File: config.mk
export PLATFORM = sky130hd
export DESIGN_NAME = board_reg_array
export DESIGN_NICKNAME = d
export VERILOG_FILES = /design/src/rtl/ttt_pkg.sv /design/src/rtl/ttt_line_detect.sv /design/src/rtl/board_reg_array.sv
export SDC_FILE = /design/constraint.sdc
export NUM_CORES = 1
export LEC_CHECK = 0
export BUFFER_PORTS_ARGS = -buffer_cell sky130_fd_sc_hd__buf_4
export CAP_MARGIN = 10
export CORE_ASPECT_RATIO = 1.25
export CORE_MARGIN = 4
export CORE_UTILIZATION = 40
export DETAILED_ROUTE_END_ITERATION = 8
export GPL_TIMING_DRIVEN = 0
export SLEW_MARGIN = 15
export SYNTH_ARGS = -nofsm -noshare
export SYNTH_HDL_FRONTEND = slang
export SYNTH_SLANG_ARGS = --single-unit
File: constraint.sdc
create_clock -name clk -period 7.85 [get_ports clk]
set_clock_uncertainty 0.15 [all_clocks]
set_input_delay 1.57 -clock clk [delete_from_list [all_inputs] [get_ports clk]]
set_output_delay 1.57 -clock clk [all_outputs]
set_load 0.03 [all_outputs]
File: src/rtl/ttt_pkg.sv
// rtl/ttt_pkg.sv - cell codes, referee states, line table and address helpers for the board store
package ttt_pkg;

  localparam logic [1:0] CELL_EMPTY = 2'b00;
  localparam logic [1:0] CELL_P1    = 2'b01;
  localparam logic [1:0] CELL_P2    = 2'b10;

  localparam int BOARD_W   = 18;
  localparam int NUM_LINES = 8;

  typedef enum logic [1:0] {
    PLAY = 2'd0,
    WON  = 2'd1,
    DRAW = 2'd2
  } ttt_state_t;

  // Line indices, matching the bit positions of gameover[7:0]
  localparam logic [2:0] LINE_ROW0 = 3'd0;
  localparam logic [2:0] LINE_ROW1 = 3'd1;
  localparam logic [2:0] LINE_ROW2 = 3'd2;
  localparam logic [2:0] LINE_COL0 = 3'd3;
  localparam logic [2:0] LINE_COL1 = 3'd4;
  localparam logic [2:0] LINE_COL2 = 3'd5;
  localparam logic [2:0] LINE_DIAG = 3'd6;
  localparam logic [2:0] LINE_ANTI = 3'd7;

  // Line-to-cell table: returns the three cell indices {c2, c1, c0} of a line
  function automatic logic [11:0] line_cells(input logic [2:0] line);
    case (line)
      LINE_ROW0: return {4'd2, 4'd1, 4'd0};
      LINE_ROW1: return {4'd5, 4'd4, 4'd3};
      LINE_ROW2: return {4'd8, 4'd7, 4'd6};
      LINE_COL0: return {4'd6, 4'd3, 4'd0};
      LINE_COL1: return {4'd7, 4'd4, 4'd1};
      LINE_COL2: return {4'd8, 4'd5, 4'd2};
      LINE_DIAG: return {4'd8, 4'd4, 4'd0};
      LINE_ANTI: return {4'd6, 4'd4, 4'd2};
      default:   return 12'd0;
    endcase
  endfunction

  // Row 3 or column 3 does not exist on the board
  function automatic logic addr_valid(input logic [3:0] a);
    return (a[3:2] != 2'd3) && (a[1:0] != 2'd3);
  endfunction

  function automatic logic [3:0] cell_index(input logic [3:0] a);
    return ({2'b00, a[3:2]} * 4'd3) + {2'b00, a[1:0]};
  endfunction

  function automatic logic [1:0] cell_at(input logic [BOARD_W-1:0] board, input logic [3:0] idx);
    return board[{idx, 1'b0} +: 2];
  endfunction

  // Read through a cursor-style address; off-board addresses read as empty
  function automatic logic [1:0] read_cell(input logic [BOARD_W-1:0] board, input logic [3:0] a);
    return addr_valid(a) ? cell_at(board, cell_index(a)) : CELL_EMPTY;
  endfunction

endpackage

File: src/rtl/ttt_line_detect.sv
// rtl/ttt_line_detect.sv - combinational three-in-a-row detector over the 18-bit board
module ttt_line_detect
  import ttt_pkg::*;
(
  input  logic [BOARD_W-1:0] board,
  output logic [7:0]         lines,
  output logic [1:0]         owner
);

  logic [11:0] cs;
  logic [1:0]  ca;
  logic [1:0]  cb;
  logic [1:0]  cc;

  // Flag every line whose three cells hold the same non-empty mark; owner is that mark
  always_comb begin
    lines = '0;
    owner = CELL_EMPTY;
    cs    = '0;
    ca    = CELL_EMPTY;
    cb    = CELL_EMPTY;
    cc    = CELL_EMPTY;
    for (int l = 0; l < NUM_LINES; l++) begin
      cs = line_cells(3'(l));
      ca = cell_at(board, cs[3:0]);
      cb = cell_at(board, cs[7:4]);
      cc = cell_at(board, cs[11:8]);
      if ((ca != CELL_EMPTY) && (ca == cb) && (cb == cc)) begin
        lines[l] = 1'b1;
        owner    = ca;
      end
    end
  end

endmodule

File: src/rtl/board_reg_array.sv
// rtl/board_reg_array.sv - tic-tac-toe board store and referee; TTT_SCORE_EN adds win counters
module board_reg_array
  import ttt_pkg::*;
#(
  parameter int SCORE_W = 4
) (
  input  logic               clk,
  input  logic               rst_n,
  input  logic [3:0]         addr,
  input  logic [1:0]         wd,
  input  logic               wen,
  output logic [1:0]         ud,
  output logic [9:0]         gameover,
  input  logic [3:0]         disp_addr,
  output logic [1:0]         disp_data,
  output logic [3:0]         move_cnt
`ifdef TTT_SCORE_EN
  ,
  output logic [SCORE_W-1:0] score_p1,
  output logic [SCORE_W-1:0] score_p2
`endif
);

  if (SCORE_W < 1) begin : g_bad_score_w
    $error("SCORE_W must be at least 1");
  end

  ttt_state_t         state;
  ttt_state_t         state_next;
  logic [BOARD_W-1:0] board;
  logic [3:0]         move_cnt_q;
  logic [7:0]         lines_q;
  logic               winner_p1_q;
  logic               check_q;
  logic [7:0]         lines_now;
  logic [1:0]         owner_now;
  logic               game_ends;
  logic               wr_accept;
  logic               restart;

  ttt_line_detect u_line_detect (
    .board (board),
    .lines (lines_now),
    .owner (owner_now)
  );

  // A write waiting to be judged that ends the game must not let another mark in
  assign game_ends = check_q && ((|lines_now) || (move_cnt_q == 4'd9));
  assign wr_accept = (state == PLAY) && wen && addr_valid(addr) &&
                     (read_cell(board, addr) == CELL_EMPTY) &&
                     ((wd == CELL_P1) || (wd == CELL_P2)) && !game_ends;
  assign restart   = (state != PLAY) && wen;

  assign ud        = read_cell(board, addr);
  assign disp_data = read_cell(board, disp_addr);
  assign move_cnt  = move_cnt_q;
  assign gameover  = {(state != PLAY), winner_p1_q, lines_q};

  // Referee state register
  always_ff @(posedge clk or negedge rst_n) begin
    if (!rst_n) begin
      state <= PLAY;
    end else begin
      state <= state_next;
    end
  end

  // Judge the board the cycle after a mark lands; any pulse after the game ends starts a new one
  always_comb begin
    state_next = state;
    case (state)
      PLAY: begin
        if (check_q) begin
          if (|lines_now) begin
            state_next = WON;
          end else if (move_cnt_q == 4'd9) begin
            state_next = DRAW;
          end
        end
      end
      WON, DRAW: begin
        if (wen) begin
          state_next = PLAY;
        end
      end
      default: state_next = PLAY;
    endcase
  end

  // Board cells, move count and latched line status
  always_ff @(posedge clk or negedge rst_n) begin
    if (!rst_n) begin
      board       <= '0;
      move_cnt_q  <= '0;
      lines_q     <= '0;
      winner_p1_q <= 1'b0;
      check_q     <= 1'b0;
    end else if (restart) begin
      board       <= '0;
      move_cnt_q  <= '0;
      lines_q     <= '0;
      winner_p1_q <= 1'b0;
      check_q     <= 1'b0;
    end else begin
      check_q <= wr_accept;
      if (wr_accept) begin
        board[{cell_index(addr), 1'b0} +: 2] <= wd;
        move_cnt_q <= move_cnt_q + 4'd1;
      end
      if (check_q && (state == PLAY) && (|lines_now)) begin
        lines_q     <= lines_now;
        winner_p1_q <= (owner_now == CELL_P1);
      end
    end
  end

`ifdef TTT_SCORE_EN
  logic [SCORE_W-1:0] score_p1_q;
  logic [SCORE_W-1:0] score_p2_q;

  assign score_p1 = score_p1_q;
  assign score_p2 = score_p2_q;

  // Saturating win tallies, kept across games and cleared only by reset
  always_ff @(posedge clk or negedge rst_n) begin
    if (!rst_n) begin
      score_p1_q <= '0;
      score_p2_q <= '0;
    end else if ((state == PLAY) && (state_next == WON)) begin
      if (owner_now == CELL_P1) begin
        if (score_p1_q != '1) begin
          score_p1_q <= score_p1_q + 1'b1;
        end
      end else begin
        if (score_p2_q != '1) begin
          score_p2_q <= score_p2_q + 1'b1;
        end
      end
    end
  end
`endif

endmodule

Word-level counts from Yosys, hierarchy flattened
Index checks and enable logic that the tools add are counted. Widths: inputs -> output; s select.

Register bits: 34. Logic and storage cells: 121.

Add/subtract/negate cells: 4. Multipliers: 2. Eq/ne operators: 29. Shift operators: 4. Muxes and demuxes: 33. Reductions and logical operators: 43.

Operators by type and width (count): $mux 18 (2); $shiftx 18x6->2 (2); $eq 2x2->1 (16); $mux 2 (14); $logic_and 1x1->1 (27); $bwmux 18 (1); $shift 2x7->18 const A (1); $shiftx 2x7->18 (1); $mux 8 (2); $reduce_bool 2->1 (8); $ne 2x2->1 const B (6); $mux 1 (11); $add 4x2->4 (2); $mul 2x2->4 const B (2); $mux 4 (2); $reduce_or 8->1 (1); $neg 5->7 (1); $eq 2x1->1 const B (3); $add 4x1->4 const B (1); $eq 2x2->1 const B (2); $eq 4x4->1 const B (1); $logic_not 2->1 (2); $pmux 2 s2 (1); $ne 3x3->1 const B (1); other kinds (4) (5).

Longest topological paths before layout
Gate-level depths: netlist (run 1).

Depth after elaboration: 14. Mapped depth: 13.

Modules after synthesis
A second synthesis (run 1) with hierarchy kept.

Cell total of the unflattened synthesis: 342. Area, all modules: 3075.4 um^2.

By module, submodules not included: board_reg_array (times used 1, cells an instance 256, area each 2492.4 um^2, seq. area each 850.8 um^2); ttt_line_detect (times used 1, cells an instance 86, area each 583.1 um^2, seq. area each 0.0 um^2).

Worst setup path after synthesis (run 1)
OpenSTA, ideal clock, no wires.

Path kind: input -> output. Start: input addr[1]. End: output ud[1]. Arrival: 4.125 ns. Data required time: 6.130 ns. Path slack: 2.005 ns. Stages: 9. Cell sequence: fa_1 -> ha_1 -> inv_1 -> fa_1 -> buf_2 -> a2111oi_2 -> a2111oi_2 -> a21oi_1 -> nor2b_1.

Cells in the longest elaborated chain, start to end: 3. Elaborated cells on any way between the ends: 5. Classes of those cells: 1 x add/sub; 1 x eq/ne; 1 x shift; 1 x mux; 1 x reduce/logical.

RTL lines: start: declaration (line board_reg_array.sv:9) `input logic [3:0] addr,`; $add 4x2->4 / $ne 2x2->1 (equally long branches) (line ttt_pkg.sv:48, ttt_pkg.sv:44); $shiftx 18x6->2 / $logic_and 1x1->1 (equally long branches) (line ttt_pkg.sv:52, ttt_pkg.sv:44); $mux 2 (*) (line ttt_pkg.sv:57) `return addr_valid(a) ? cell_at(board, cell_index(a)) : CELL_EMPTY;`; end: declaration (line board_reg_array.sv:12) `output logic [1:0] ud,`.

Mark *: on every way between the ends. The rest lies on a longest branch, timed or not.

Worst setup path after layout (run 1)
Ends and elaborated chain as after synthesis.

==> results of run 1 <==
-- cells in the final DEF (no fill, tap or decap), types with 3 or more instances in the layout --
| cell type | n |
|---|---|
| nand3_1 | 26 |
| nand2_1 | 29 |
| or3_1 | 12 |
| buf_2 | 9 |
| a21oi_1 | 15 |
| buf_4 | 33 |
| nand3_2 | 4 |
| clkbuf_1 | 7 |
| a41o_1 | 3 |
| ha_1 | 13 |
| o21ai_0 | 12 |
| nand4_1 | 6 |
| a41oi_1 | 4 |
| o21ai_1 | 3 |
| nor2b_1 | 8 |
| mux2i_1 | 12 |
| nor3_1 | 5 |
| dfrtp_1 | 34 |
| nor2_1 | 18 |
| mux2_2 | 3 |
| and3_1 | 9 |
| inv_1 | 10 |
| o22ai_1 | 3 |
| nand2b_1 | 4 |
| fa_1 | 4 |
| mux4_2 | 5 |
| nor4_1 | 10 |
| clkbuf_8 | 6 |
| a32o_1 | 4 |
-- how the worst max path moves through the flow --
stage / startpoint / end / slack (ns) / cells after the start
finish: addr[1] / ud[1] / 1.79 / 11
CTS: addr[1] / ud[1] / 1.81 / 11
global placement: addr[1] / ud[1] / 1.86 / 11
detailed placement: addr[1] / ud[1] / 1.82 / 11
global route: addr[1] / ud[1] / 1.66 / 11
floorplan: addr[1] / ud[1] / 2.00 / 9
-- cell families (layout without fill, tap and decap cells) --
group | Yosys count | in the layout | synth area share
AND/OR/NAND/NOR | 141 | 141 | 0.2736
AO/OA/AOI/OAI | 66 | 66 | 0.1805
flip-flops | 34 | 34 | 0.2972
buffers and inverters | 34 | 72 | 0.05769
multiplexers | 21 | 21 | 0.09703
adder cells (fa/ha/maj) | 17 | 17 | 0.08479
XOR/XNOR | 3 | 3 | 0.009180
-- critical path: stages --
cell,delay [ns]
buf_4,0.12
fa_1,0.53
ha_1,0.14
inv_1,0.05
fa_1,0.60
buf_2,0.31
a2111oi_2,0.12
a2111oi_2,0.51
a21oi_1,0.09
nor2b_1,0.13
buf_4,0.16
-- sequential cells by signal, indices dropped and copies added, names as in the netlist --
signal,cells
board,18
lines_q,8
move_cnt,4
state,2
check_q,1
winner_p1_q,1
-- report_power, final --
| part | switching, W | leakage (nW) | total, W | internal, W |
|---|---|---|---|---|
| clock | 0.0000690 | 0.0472 | 0.000140 | 0.0000706 |
| sequential | 0.0000359 | 0.465 | 0.000244 | 0.000208 |
| combinational | 0.000191 | 0.993 | 0.000312 | 0.000121 |
-- metrics by stage --
step                total power (W)    util  std cells  instance area (um2)
floorplan                 0.0004582       -        316                 2863
global placement          0.0005547  0.4588        436                 3201
detailed placement        0.0005586  0.4588        436                 3201
CTS                       0.0006974  0.4724        444                 3296
global route              0.0007398  0.4724        444                 3296
finish                    0.0006957  0.4724        444                 3296
-- cell type report --
class | count | share of cell area
Tap cell | 90 | 0.03417
Clock buffer | 6 | 0.02506
Clock inverter | 2 | 0.003797
Inverter | 12 | 0.01367
Multi-Input combinational cell | 248 | 0.5604
Sequential cell | 34 | 0.2582
Buffer | 22 | 0.03645
Timing Repair Buffer | 30 | 0.06834
-- per-layer routing --
metal | global-route usage | vias to the layer above | routed length, um
li1 | - | 1260 | -
met1 | 0.2366 | 1276 | 3472
met2 | 0.3270 | 79 | 3931
met3 | 0.02878 | 16 | 354
met4 | 0.06931 | 0 | 209
met5 | 0 | - | 0
==> impl_metrics.py, run 1 <==
metrics = {
    "sta": {
        "setup_ws_ns": 1.787,
        "final-setup-viol-count": 0,
        "rsz0062_at_grt": "false",
        "period_share": 0.7723,
        "finalSetupTns_ns": 0,
        "max_freq_mhz": 164.9,
        "holdWs_ns": 0.3532,
        "finalCriticalPeriod_ns": 6.063,
        "drv_slew": 0,
        "max_slew.worst_pin.slew_ns": 0.5519,
        "hold_violations": 0,
        "slew_headroom": 0.6321,
    },
    "yosys": {
        "yosysWarnings": 0,
        "synth.distinct_cells": 59,
        "ys_top_cells_by_area": "dfrtp_1 (30%), ha_1 (5.7%), nand3_1 (4.5%)",
        "synthArstFlopShare": 1.000,
        "syn_inst": 316,
        "yosys_register_bits": 34,
        "synth_ff_type": "dfrtp_1",
        "syn_nets": 346,
        "synth_area_leader_cell": "dfrtp_1",
        "yosysTopAreaCellShare": 0.2972,
        "synth_edf_count": 0,
        "yosysMostFrequentCell": "dfrtp_1",
        "synthTopCellsByCount": "dfrtp_1 (34), nand2_1 (29), nand3_1 (26)",
        "ys_seq_area_frac": 0.2972,
        "syn_area_per_cell_um2": 9.059,
        "syn_area_mm2": 0.002863,
    },
    "power_and_ir_drop": {
        "powerDensity_mw_per_mm2": 211.1,
        "ir_drop_mv": 0.1405,
        "power_leakage_nw": 1.505,
    },
    "routing": {
        "postRouteAntennaNets": 0,
        "vias_per_cell": 5.926,
        "wl_per_cell_um": 17.94,
        "vias": 2631,
        "drt_first_iter_violations": 116,
        "drt_first_pass_iters": 4,
        "remaining_drc_errors": 0,
        "routed_wl_um": 7967,
    },
    "layout": {
        "final_nets": 383,
        "drive_gt1_frac": 0.2232,
        "synthToLayoutAreaGrowth_pct": 15.12,
        "register_area_um2": 850.8,
        "fill_cells": 716,
        "multi_input_area_mm2": 0.001847,
        "diodes": 0,
    },
    "cts": {
        "cts-htree-levels": 2,
        "cts_tree": "built",
        "cts_root_buffer": "clkbuf_8",
        "cts_buffers": 5,
        "cts.sink_count": 34,
        "cts_resized": 0,
        "post-cts-setup-buffer-count": 0,
        "clk_pin_slew_ns": 0.07,
        "cts_hold_buffers": 0,
        "clockBufferDepth": 2,
        "clk_latency_ns": 0.29,
    },
    "hold_path": {
        "min_to": "lines_q[2]",
        "min_from": "lines_q[2]",
        "hold_class": "flop to flop",
        "hold_depth": 2,
    },
    "critical_path": {
        "cp_max_fo": 10,
        "critPathCaptureType": "output port",
        "crit_required_ns": 6.13,
        "startpoint_type": "input pin",
        "r2r_cells": 8,
        "reg2reg_setup_slack_ns": 5.00,
        "crit_type": "input pin to output port",
        "worst-endpoint-arrival_ns": 4.34,
        "reg2reg_from": "board[16]",
        "r2r_end": "lines_q[5]",
    },
    "die": {
        "die_h_um": 102.6,
        "core_mm2": 0.006977,
        "die-area_mm2": 0.008583,
        "start_util": 0.4103,
        "die_w_um": 83.67,
        "rows": 34,
        "pin_count": 31,
    },
    "grt": {
        "grt_max_degree": 35,
        "grt-ovfl-total": 0,
        "grt_pass1_vias": 2567,
        "antenna_found_initial": 0,
        "track_usage": 0.1874,
        "grt_pass1_wl_um": 13010,
    },
    "placed_design": {
        "post-place-ws_ns": 1.817,
        "dpl.hpwl_um": 5970,
        "gp_congestion": 0.8705,
        "portBuffers": 30,
    },
    "run_status": {
        "status": "finished, final reports clean",
    },
    "job": {
        "cap_violations": 0,
    },
}
No activity file was read; power rests on OpenSTA's default activity.
==> run 2: changes to the inputs <==
Settings changed: ABC_AREA set to 1.
Clock period 7.85 ns to 5.7 ns, I/O delays scaled along.
==> impl_metrics.py, run 2 <==
metrics = {
    "sta": {
        "finalSetupTns_ns": 0,
        "final-setup-viol-count": 0,
        "max_freq_mhz": 211.3,
        "slew_headroom": 0.6502,
        "finalCriticalPeriod_ns": 4.733,
        "drv_slew": 0,
        "holdWs_ns": 0.3359,
        "max_slew.worst_pin.slew_ns": 0.5227,
        "period_share": 0.8304,
        "setup_ws_ns": 0.9667,
        "rsz0062_at_grt": "false",
        "hold_violations": 0,
    },
    "cts": {
        "clk_pin_slew_ns": 0.08,
        "clockBufferDepth": 2,
        "clk_latency_ns": 0.29,
        "cts_resized": 0,
        "cts_buffers": 5,
        "cts_hold_buffers": 0,
        "cts-htree-levels": 2,
        "post-cts-setup-buffer-count": 0,
        "cts.sink_count": 34,
        "cts_tree": "built",
        "cts_root_buffer": "clkbuf_8",
    },
    "hold_path": {
        "hold_depth": 2,
        "min_from": "winner_p1_q",
        "min_to": "winner_p1_q",
        "hold_class": "flop to flop",
    },
    "layout": {
        "largest_reg_flops": 18,
        "regMostFlops": "board",
        "most-common-layout-cells": "nand2_1 (71), nand3_1 (45), inv_1 (43)",
        "drive_gt1_frac": 0.2166,
        "fill_cells": 747,
        "synthToLayoutAreaGrowth_pct": 15.93,
        "final_nets": 463,
        "diodes": 0,
        "layout_commonest_cell": "nand2_1",
    },
    "routing": {
        "routed_wl_um": 8055,
        "vias_per_cell": 5.324,
        "postRouteAntennaNets": 0,
        "wl_per_cell_um": 15.37,
        "drt_first_pass_iters": 4,
        "vias": 2790,
        "drt_first_iter_violations": 154,
        "remaining_drc_errors": 0,
    },
    "grt": {
        "grt_pass1_wl_um": 12970,
        "grt_max_degree": 35,
        "grt-ovfl-total": 0,
        "grt_pass1_vias": 2668,
        "antenna_found_initial": 0,
        "track_usage": 0.1885,
    },
    "yosys": {
        "synth_ff_type": "dfrtp_1",
        "synthTopCellsByCount": "nand2_1 (71), nand3_1 (45), inv_1 (43)",
        "ys_top_cells_by_area": "dfrtp_1 (29%), nand2_1 (9.2%), nand3_1 (7.8%)",
        "syn_nets": 428,
        "synth.distinct_cells": 46,
        "yosysMostFrequentCell": "nand2_1",
        "synth_edf_count": 0,
        "syn_area_mm2": 0.002890,
        "synthArstFlopShare": 1.000,
        "syn_inst": 398,
        "yosysWarnings": 0,
        "synth_area_leader_cell": "dfrtp_1",
        "syn_area_per_cell_um2": 7.262,
        "yosysTopAreaCellShare": 0.2944,
        "yosys_register_bits": 34,
        "ys_seq_area_frac": 0.2944,
    },
    "critical_path": {
        "cp_max_fo": 7,
        "startpoint_type": "input pin",
        "r2r_end": "board[0]",
        "critPathCaptureType": "output port",
        "worst-endpoint-arrival_ns": 3.44,
        "crit_required_ns": 4.41,
        "crit_type": "input pin to output port",
        "reg2reg_setup_slack_ns": 3.39,
        "reg2reg_from": "board[1]",
        "r2r_cells": 15,
    },
    "placed_design": {
        "post-place-ws_ns": 0.9397,
        "dpl.hpwl_um": 6203,
        "portBuffers": 28,
        "gp_congestion": 0.9159,
    },
    "power_and_ir_drop": {
        "power_frac_clock": 0.279,
        "combPwrFrac": 0.433,
        "ir_drop_mv": 0.1935,
        "switching_share": 0.4151,
        "power_leakage_nw": 1.628,
        "p_sw_w": 0.0004124,
        "intPower_w": 0.0005811,
        "seqPwrFrac": 0.288,
        "powerDensity_mw_per_mm2": 296.5,
    },
    "run_status": {
        "status": "finished, final reports clean",
    },
    "die": {
        "start_util": 0.4143,
        "pin_count": 31,
        "die_h_um": 103.0,
        "die-area_mm2": 0.008658,
        "die_w_um": 84.03,
        "rows": 34,
        "core_mm2": 0.006977,
    },
    "job": {
        "cap_violations": 0,
    },
}
==> run 2: cell count changes after synthesis, moves of 8 or more <==
cell	before	now
o21ai_0	12	20
o21ai_1	3	18
nand2_1	29	71
and3_1	9	0
or3_1	12	0
nand2_2	0	8
inv_2	2	14
nor2b_1	8	0
nor2_1	18	28
mux2i_1	12	0
nand3_1	26	45
inv_1	10	43
==> run 2: final cells by class <==
class                      instances  area (um2)  area share
clock inverter                     3       68.82     0.02054
sequential                        34       850.8      0.2539
timing repair buffer              28       210.2     0.06273
tap                               90       112.6     0.03361
buffer                            12       82.58     0.02465
clock buffer                       5       68.82     0.02054
multi-input combinational        294        1732      0.5168
inverter                          58       225.2     0.06721
==> run 2: kinds of logic (layout without fill, tap and decap cells) <==
family | Yosys count | after routing | synth area share
flip-flops | 34 | 34 | 0.2944
adder cells (fa/ha/maj) | 17 | 17 | 0.08399
XOR/XNOR | 2 | 2 | 0.006062
buffers and inverters | 70 | 106 | 0.1065
AND/OR/NAND/NOR | 195 | 195 | 0.3342
AO/OA/AOI/OAI | 80 | 80 | 0.1749
==> run 2: through the flow <==
step	power [W]	instance area [um2]	std cells	utilization
floorplan	0.0006058	2890	398	-
global placement	0.0007178	3213	516	0.4605
finish	0.0009935	3351	524	0.4803
detailed placement	0.0007236	3213	516	0.4605
CTS	0.001001	3351	524	0.4803
global route	0.001058	3351	524	0.4803
==> run 2: worst max-delay path: stages <==
cell	delay, ns
buf_4	0.12
fa_1	0.53
ha_1	0.14
inv_1	0.04
fa_1	0.47
buf_2	0.18
inv_1	0.12
o31ai_4	0.22
o211ai_1	0.12
inv_1	0.08
nand2_2	0.08
inv_1	0.06
buf_4	0.15
==> run 2: power by group through the flow <==
| stage | Sequential, W | Clock [W] | Combinational (W) |
|---|---|---|---|
| 2_1_floorplan | 0.000301 | 0 | 0.000305 |
| 6_report | 0.000286 | 0.000277 | 0.000430 |
| 3_3_place_gp | 0.000291 | 0 | 0.000427 |
| 5_1_grt | 0.000290 | 0.000290 | 0.000478 |
| 4_1_cts | 0.000287 | 0.000280 | 0.000434 |
| 3_5_place_dp | 0.000292 | 0 | 0.000432 |
==> run 2: routing by layer <==
| layer | share of wire | vias up | track usage |
|---|---|---|---|
| met1 | 0.44 | 1292 | 0.2307 |
| met5 | 0 | - | 0 |
| met3 | 0.044 | 18 | 0.02958 |
| li1 | - | 1412 | - |
| met2 | 0.49 | 68 | 0.3329 |
| met4 | 0.030 | 0 | 0.07550 |
==> run 2: worst max-delay path by stage <==
stage          slack, ns  depth (start not counted)          from      endpoint
4_1_cts             0.95                         13       addr[1]         ud[0]
3_5_place_dp        0.94                         13       addr[1]         ud[0]
2_1_floorplan       1.20                          8  disp_addr[1]  disp_data[0]
6_report            0.97                         13       addr[1]         ud[0]
3_3_place_gp        0.96                         11       addr[1]         ud[1]
5_1_grt             0.83                         13       addr[1]         ud[0]
==> run 3: changes to the inputs <==
Settings changed: ABC_AREA 1 to 0.
Clock period 5.7 ns to 4.7 ns, I/O delays scaled along.
==> impl_metrics.py, run 3 (synthesis gave the netlist of run 1 again) <==
metrics = {
    "power_and_ir_drop": {
        "power_leakage_nw": 1.508,
        "ir_drop_mv": 0.2341,
        "powerDensity_mw_per_mm2": 353.8,
    },
    "placed_design": {
        "dpl.hpwl_um": 5970,
        "gp_congestion": 0.8705,
        "portBuffers": 30,
        "dpl_cell_area_mm2": 0.003201,
    },
    "die": {
        "core_mm2": 0.006977,
        "die_w_um": 83.67,
        "die_h_um": 102.6,
        "rows": 34,
        "die-area_mm2": 0.008583,
        "pin_count": 31,
        "start_util": 0.4103,
    },
    "critical_path": {
        "crit_required_ns": 3.61,
        "cpMaxStageDelayCell": "fa_1",
        "critPathCaptureType": "output port",
        "cp_slowest_stage_delay_ns": 0.54,
        "startpoint_type": "input pin",
        "r2r_cells": 8,
        "worst-endpoint-arrival_ns": 3.53,
        "cp_cell_sequence": "buf_4, fa_1, ha_1, inv_1, fa_1, mux2_2, o21ai_1, a2111oi_4, a21oi_1, nor2b_1, buf_4",
        "crit_type": "input pin to output port",
        "cp_max_fo": 6,
    },
    "routing": {
        "routed_wl_um": 8066,
        "remaining_drc_errors": 0,
        "drt_first_pass_iters": 4,
        "wl_per_cell_um": 18.17,
        "postRouteAntennaNets": 0,
        "vias_per_cell": 5.921,
        "drt_first_iter_violations": 135,
        "vias": 2629,
    },
    "cts": {
        "clk_pin_slew_ns": 0.07,
        "clk_latency_ns": 0.29,
        "cts_tree": "built",
        "clockBufferDepth": 2,
        "cts.sink_count": 34,
        "cts_buffers": 5,
        "cts-htree-levels": 2,
        "cts_root_buffer": "clkbuf_8",
    },
    "hold_path": {
        "hold_class": "flop to flop",
        "hold_depth": 2,
    },
    "sta": {
        "slew_headroom": 0.6230,
        "period_share": 0.9830,
        "finalSetupTns_ns": 0,
        "drv_slew": 0,
        "final-setup-viol-count": 0,
        "max_freq_mhz": 216.4,
        "rsz0062_at_grt": "false",
        "hold_violations": 0,
        "finalCriticalPeriod_ns": 4.620,
        "max_slew.worst_pin.slew_ns": 0.5655,
    },
    "grt": {
        "grt_max_degree": 35,
        "grt-ovfl-total": 0,
        "antenna_found_initial": 0,
        "track_usage": 0.1895,
        "grt_pass1_wl_um": 13090,
        "grt_pass1_vias": 2584,
    },
    "layout": {
        "fin_area_mm2": 0.003311,
        "register_area_um2": 850.8,
        "final_nets": 383,
        "largest_reg_flops": 18,
        "most-common-layout-cells": "buf_4 (34), dfrtp_1 (34), nand2_1 (29)",
        "synthToLayoutAreaGrowth_pct": 15.65,
        "drive_gt1_frac": 0.2232,
        "diodes": 0,
        "multi_input_area_mm2": 0.001859,
        "fill_cells": 713,
        "regMostFlops": "board",
    },
    "run_status": {
        "status": "finished, final reports clean",
    },
    "job": {
        "cap_violations": 0,
    },
}
==> run 3: cell count changes in the layout (fill, tap and decap cells not counted), moves of 8 or more <==
cell / delta
and3_1: +9
inv_1: -33
inv_2: -12
mux2i_1: +12
nand2_1: -42
nand2_2: -8
nand3_1: -19
nor2_1: -10
nor2b_1: +8
o21ai_0: -8
o21ai_1: -15
or3_1: +12
==> run 3: critical path: cells and delay by family <==
| family | cells | cell delay (ns) |
|---|---|---|
| compound gates | 3 | 0.66 |
| mux | 1 | 0.27 |
| fa+ha+maj | 3 | 1.21 |
| simple gates | 1 | 0.12 |
| buf+inv | 3 | 0.33 |
==> run 3: routing by layer <==
layer | GRT usage | up-vias | share of wire
met3 | 0.02958 | 10 | 0.041
met5 | 0 | - | 0
met1 | 0.2371 | 1289 | 0.44
li1 | - | 1259 | -
met4 | 0.07178 | 0 | 0.020
met2 | 0.3319 | 71 | 0.50
==> run 3: what timing repair did <==
item,in CTS,in global routing
resized for setup,1,2
buffers inserted,0,0
setup endpoints to repair,1,1
hold buffers,0,0
==> run 3: worst paths after layout <==
path,startpoint,end,slack (ns)
max in group asynchronous,rst_n,state[1],3.61
setup reg to reg,board[16],lines_q[5],1.85
min in group asynchronous,rst_n,board[13],0.45
setup / recovery,addr[1],ud[1],0.08
hold reg to reg,lines_q[2],lines_q[2],0.35
hold / removal,lines_q[2],lines_q[2],0.35
==> run 3: power by group <==
part           internal (W)  switching (W)  total [W]
clock network      0.000118       0.000117   0.000235
registers          0.000348      0.0000597   0.000407
logic              0.000205       0.000325   0.000530
==> run 3: area by class of cell <==
cell class              instances  share of cell area
plain buffers                  22             0.03704
clock inverters                 2            0.003779
clock buffers                   6             0.02494
inverters                      12             0.01361
repair buffers                 30             0.06803
flip-flops and latches         34              0.2570
well taps                      90             0.03401
multi-input cells             248              0.5616
==> run 3: metrics by stage <==
step	worst slack [ns]	power, W	hold slack (ns)	util	cells
3_3_place_gp	-0.03477	0.0009264	0.3377	0.4588	436
5_1_grt	0.0002864	0.001244	0.3820	0.4745	444
2_1_floorplan	0.1145	0.0007653	0.3216	-	316
4_1_cts	0.02957	0.001170	0.3622	0.4742	444
6_report	0.07976	0.001171	0.3533	0.4745	444
3_5_place_dp	-0.07346	0.0009330	0.3450	0.4588	436
